==> src/rtl/video_mem_arb.sv <==
// video_mem_arb: shares one 128-bit video memory request port between NREQ
// display requesters. Accepted requests are re-tagged with an internal tag.
// Out-of-order responses are routed back to their requester with the
// original tid restored.

package video_mem_arb_pkg;

    typedef struct packed {
        logic [5:0]   cid;
        logic [7:0]   tid;
        logic         cyc;
        logic         we;
        logic [15:0]  sel;
        logic [31:0]  padr;
        logic [127:0] dat;
    } fta_cmd_request128_t;

    typedef struct packed {
        logic [5:0]   cid;
        logic [7:0]   tid;
        logic         ack;
        logic         stall;
        logic         next;
        logic         rty;
        logic         err;
        logic [2:0]   pri;
        logic [31:0]  adr;
        logic [127:0] dat;
    } fta_cmd_response128_t;

endpackage

module video_mem_arb
    import video_mem_arb_pkg::*;
#(
    parameter int NREQ    = 3,
    parameter int MAX_OUT = 8
) (
    input  logic                 clk,
    input  logic                 rst,
    input  logic                 urgent,
    input  fta_cmd_request128_t  req_i  [NREQ],
    output fta_cmd_response128_t resp_o [NREQ],
    output fta_cmd_request128_t  mreq,
    input  fta_cmd_response128_t mresp,
    output logic [7:0]           drop_cnt
);

    localparam int IW = $clog2(NREQ);
    localparam int TW = $clog2(MAX_OUT);

    logic [IW-1:0]        rr_ptr;
    logic [IW-1:0]        sel_idx;
    logic [IW-1:0]        cand_idx;
    logic                 sel_vld;
    logic                 urgent_grant;
    logic [MAX_OUT-1:0]   tag_vld;
    logic [IW-1:0]        tag_req [MAX_OUT];
    logic [7:0]           tag_tid [MAX_OUT];
    logic [TW-1:0]        free_tag;
    logic                 free_vld;
    logic                 accept;
    logic [TW-1:0]        ret_tag;
    logic                 ret_hit;
    fta_cmd_response128_t resp_q [NREQ];

    // Pick one requester: urgent frame buffer first, else round-robin from rr_ptr.
    always_comb begin
        // NOTE: every combinational output gets a default first so no path can infer a latch.
        sel_vld      = 1'b0;
        sel_idx      = '0;
        urgent_grant = 1'b0;
        cand_idx     = '0;
        if (urgent && req_i[0].cyc) begin
            sel_vld      = 1'b1;
            urgent_grant = 1'b1;
        end else begin
            for (int i = 0; i < NREQ; i++) begin
                cand_idx = IW'((int'(rr_ptr) + i) % NREQ);
                if (!sel_vld && req_i[cand_idx].cyc) begin
                    sel_vld = 1'b1;
                    sel_idx = cand_idx;
                end
            end
        end
    end

    // Lowest-numbered free tag; sees only last cycle's frees, so a tag
    // released this cycle is not reused until the next one.
    always_comb begin
        free_vld = 1'b0;
        free_tag = '0;
        for (int t = 0; t < MAX_OUT; t++) begin
            if (!free_vld && !tag_vld[t]) begin
                free_vld = 1'b1;
                free_tag = TW'(t);
            end
        end
    end

    assign accept  = sel_vld && !mresp.stall && free_vld;
    assign ret_tag = mresp.tid[TW-1:0];
    assign ret_hit = mresp.ack && (mresp.tid < 8'(MAX_OUT)) && tag_vld[ret_tag];

    // Registered response fields plus a combinational stall for every unaccepted request.
    always_comb begin
        for (int k = 0; k < NREQ; k++) begin
            resp_o[k]       = resp_q[k];
            resp_o[k].stall = req_i[k].cyc && !(accept && (sel_idx == IW'(k)));
        end
    end

    // Round-robin pointer: next start position, held across urgent grants.
    always_ff @(posedge clk or negedge rst) begin
        // NOTE: sequential state uses non-blocking assignment so all registers update together.
        if (!rst) begin
            rr_ptr <= '0;
        end else if (accept && !urgent_grant) begin
            rr_ptr <= (sel_idx == IW'(NREQ - 1)) ? '0 : sel_idx + 1'b1;
        end
    end

    // Tag valid bits: set on allocation, cleared on a matching response.
    always_ff @(posedge clk or negedge rst) begin
        if (!rst) begin
            tag_vld <= '0;
        end else begin
            if (accept)  tag_vld[free_tag] <= 1'b1;
            if (ret_hit) tag_vld[ret_tag]  <= 1'b0;
        end
    end

    // Tag payload: owning requester and original tid, captured at allocation.
    // NOTE: payload is qualified by tag_vld, so this storage needs no reset.
    always_ff @(posedge clk) begin
        if (accept) begin
            tag_req[free_tag] <= sel_idx;
            tag_tid[free_tag] <= req_i[sel_idx].tid;
        end
    end

    // Memory-side command: registered copy of the accepted request with tid replaced by the tag.
    always_ff @(posedge clk or negedge rst) begin
        if (!rst) begin
            mreq <= '0;
        end else if (accept) begin
            mreq     <= req_i[sel_idx];
            mreq.tid <= 8'(free_tag);
        end else begin
            mreq <= '0;
        end
    end

    // Response routing: one registered ack to the tag's owner, tid restored.
    always_ff @(posedge clk or negedge rst) begin
        if (!rst) begin
            for (int k = 0; k < NREQ; k++) resp_q[k] <= '0;
        end else begin
            for (int k = 0; k < NREQ; k++) begin
                resp_q[k]     <= '0;
                resp_q[k].pri <= 3'd7;
            end
            if (ret_hit) begin
                resp_q[tag_req[ret_tag]].ack <= 1'b1;
                resp_q[tag_req[ret_tag]].tid <= tag_tid[ret_tag];
                resp_q[tag_req[ret_tag]].cid <= mresp.cid;
                resp_q[tag_req[ret_tag]].adr <= mresp.adr;
                resp_q[tag_req[ret_tag]].dat <= mresp.dat;
            end
        end
    end

    // Saturating count of acks that match no outstanding tag.
    always_ff @(posedge clk or negedge rst) begin
        if (!rst) begin
            drop_cnt <= '0;
        end else if (mresp.ack && !ret_hit && (drop_cnt != 8'hFF)) begin
            drop_cnt <= drop_cnt + 8'd1;
        end
    end

endmodule

==> config.mk <==
export PLATFORM = sky130hd
export DESIGN_NAME = video_mem_arb
export DESIGN_NICKNAME = d
export VERILOG_FILES = /design/src/rtl/video_mem_arb.sv
export SDC_FILE = /design/constraint.sdc
export NUM_CORES = 1
export LEC_CHECK = 0
export CAP_MARGIN = 10
export CORE_AREA = 2 2 579 581
export DETAILED_ROUTE_END_ITERATION = 8
export DIE_AREA = 0 0 581 583
export PLACE_DENSITY = 0.37
export SETUP_SLACK_MARGIN = 0.1
export SYNTH_ARGS = -nofsm -noshare
export SYNTH_HDL_FRONTEND = slang
export SYNTH_SLANG_ARGS = --single-unit
==> constraint.sdc <==
create_clock -name clk -period 4 [get_ports clk]
set_clock_uncertainty 0.2 [all_clocks]
set_input_delay 0.8 -clock clk [delete_from_list [all_inputs] [get_ports clk]]
set_output_delay 0.8 -clock clk [all_outputs]
set_load 0.02 [all_outputs]
==> flow_metrics.tcl <==
set metrics [dict create \
    outcome "finished, final reports clean" \
    std_cell_rows 212 \
    drtPass1Iterations 5 \
    syn_to_final_growth_pct 81.3 \
    dp.cells 8302 \
    synthArstFlopShare_pct 90.1 \
    setup_viol 0 \
    antenna_found_initial 195 \
    drt_iter0_drc 1697 \
    hold_path_class "in -> reg" \
    crit_chain "inv_2 > ha_4 > buf_8 > nor2_1 > o21a_1 > o41a_4 > nor2_4 > a21oi_2 > buf_6 > buf_6" \
    cpMostUsedCell "buf_6" \
    ff2ff_setup_slack_ps 510 \
    hold-path-cell-count 2 \
    dieArea_um2 339000 \
    max_cap_viol_count 0 \
    nNetsFinal 4792 \
    power_leakage_uw 0.0211 \
    mostFrequentLayoutCells "clkdlybuf4s50_1 (1468), dfrtp_1 (731), nor2_1 (535)" \
    root_buffer "clkbuf_16" \
    grt_pass1_wl_mm 323 \
    htree_levels 3 \
    pre_cts_ws_ps -484 \
    ir_worst_vdd_v 0.000530 \
    hp-start "mresp[168]" \
    fmax_mhz 256 \
    die_h_um 583 \
    num_vias 28200 \
    dp_hpwl_mm 211 \
    postSynthAreaPerCell_um2 12.1 \
    maxSlewHeadroom_pct 33.3 \
    powerDensity_nw_per_um2 583 \
    cp_num_cells 10 \
    crit_family "compound AO/OA/AOI/OAI gates" \
    final_common_cell "clkdlybuf4s50_1" \
    period_needed_ps 3910 \
    hold_slack_ps 238 \
    worst_path_largest_cell_delay_ps 450 \
    start_kind "flop" \
    cp_slowest_cell "o41a_4" \
    instances_no_fill 8542 \
    cts.reportedPaths.clkPinSlew_ps 60 \
    port_buffers 1486 \
    grt_pass1_vias 29400 \
    drtAntennaViolNets 0 \
    grtUsageTotal_pct 14.5 \
    r2r_cells 12 \
    clockBufferDepth 4 \
    tightestPinTransition_ps 1000 \
    place_congestion 0.816 \
    crit_buf_inv 4 \
    end_kind "output port" \
    vias_per_cell 3.30 \
    synth_edf_count 80 \
    slew_violations 0 \
    drive_gt1_share_pct 10.2 \
    cts_sinks 811 \
    fin_ws_ps 90.6 \
    ys_seq_area_share_pct 68.4 \
    cp.required_ps 3000 \
    yosysWarnings 0 \
    synth.distinct_cells 60 \
    syn_area_um2 30200 \
    fp.coreArea_um2 332000 \
    drt-total-wl_mm 255 \
    cp.arrival_ps 2910 \
    reg2reg_to "mreq[148]" \
    fin_crit_sh_pct 97.7 \
    wl_per_cell_um 29.8 \
    synth_ff_type "dfrtp_1" \
    initial_core_util_pct 9.10 \
    drc_errors 0 \
    critPathMaxFanout 14 \
    r2r-start "rr_ptr[0]" \
    ys_seq_elements 811 \
    pin_count 1507 \
    insertion_delay_ps 860 \
    gr-total-overflow 0 \
    syn_inst 2505 \
    final-hold-violation-count 0 \
    crit_type "reg -> out" \
    numCtsBuffers 107 \
    die_w_um 581 \
    min_to "tag_vld[1]" \
    rsz0062_at_grt "yes" \
    cts_tree "done" \
    grt_max_degree 117 \
]
==> worst max path at each step <==
stage,slack (ps),to,from
4_1_cts,-60,resp_o[348],rr_ptr[0]
3_5_place_dp,-480,resp_o[166],req_i[369]
6_report,90,resp_o[348],rr_ptr[0]
3_3_place_gp,-540,resp_o[166],req_i[177]
2_1_floorplan,580,resp_o[166],req_i[369]
5_1_grt,-60,resp_o[348],rr_ptr[0]
==> sequential cells by signal, indices dropped and copies added (netlist names) <==
name      cells
tag_vld       8
resp_o      526
rr_ptr        2
drop_cnt      8
mreq        187
tag_tid      64
tag_req      16
==> kinds of logic (layout without fill, tap and decap cells) <==
group | after synthesis | after routing | share of synthesized area [%]
mux | 35 | 35 | 2.02
simple gates | 769 | 769 | 9.95
buf+inv | 272 | 1861 | 4.79
other cells | 2 | 63 | 0.0248
compound gates | 606 | 606 | 14.5
xor+xnor | 7 | 7 | 0.203
fa+ha+maj | 3 | 3 | 0.124
flops | 811 | 811 | 68.4
==> repair_timing <==
item / 4_1_cts / 5_1_grt
endpoints found under the hold margin: 21 / 0
setup endpoints to repair: 3 / 3
setup buffers: 2 / 1
hold buffers: 1 / 0
pin swaps: 8 / 2
resized for setup: 38 / 5
==> Yosys cell counts, drive strengths merged, types with 3 or more instances <==
master	n	area, um2
o211ai	184	1380
a221o	8	80.1
mux2	9	101
and2	3	18.8
mux4	20	450
mux2i	6	60.1
a32oi	186	1630
nor2	537	2020
a2bb2oi	3	26.3
edfxtp	80	2400
a21boi	4	30.0
nand2	186	698
nand4	6	37.5
nor2b	5	31.3
o21ai	8	40.0
nand3	6	30.0
inv	15	56.3
dfrtp	731	18300
buf	174	1080
ha	3	37.5
nor3	3	15.0
a21oi	193	977
clkbuf	83	313
and3	11	68.8
xnor2	6	52.6
nor4	3	25.0
nand2b	3	18.8
==> metrics by stage <==
step / instance area, um2 / power [uW] / setup TNS, ps / utilization (%)
final: 54800 / 31900 / 0 / 16.5
after global routing: 54800 / 33600 / -84.4 / 16.5
after CTS: 54700 / 32500 / -82.0 / 16.4
after detailed placement: 51000 / 22100 / -7680 / 15.3
after global placement: 51000 / 22100 / -11630 / 15.3
after floorplan: 30300 / 15400 / 0 / -
==> metal layers <==
metal,wire length [um],global-route usage (%),up-vias
met4,7790,3.65,64
met3,22400,5.23,462
met1,89600,15.1,14200
met5,383,0,-
met2,135000,27.3,1593
li1,-,-,11900
==> power by group <==
group / internal, uW / switching [uW]
Clock: 6000 / 4040
Combinational: 4230 / 7390
Sequential: 9580 / 688
Total: 19800 / 12100
==> cell type report <==
class                   count  area, um2
fillers                 36900     278000
flip-flops and latches    811      20700
repair buffers           1658      16500
multi-input cells        1435       8310
well taps                4387       5490
clock buffers             150       3090
clock inverters            38        509
diodes                     48        120
inverters                  15       63.8
(Power assumes the default switching activity.)
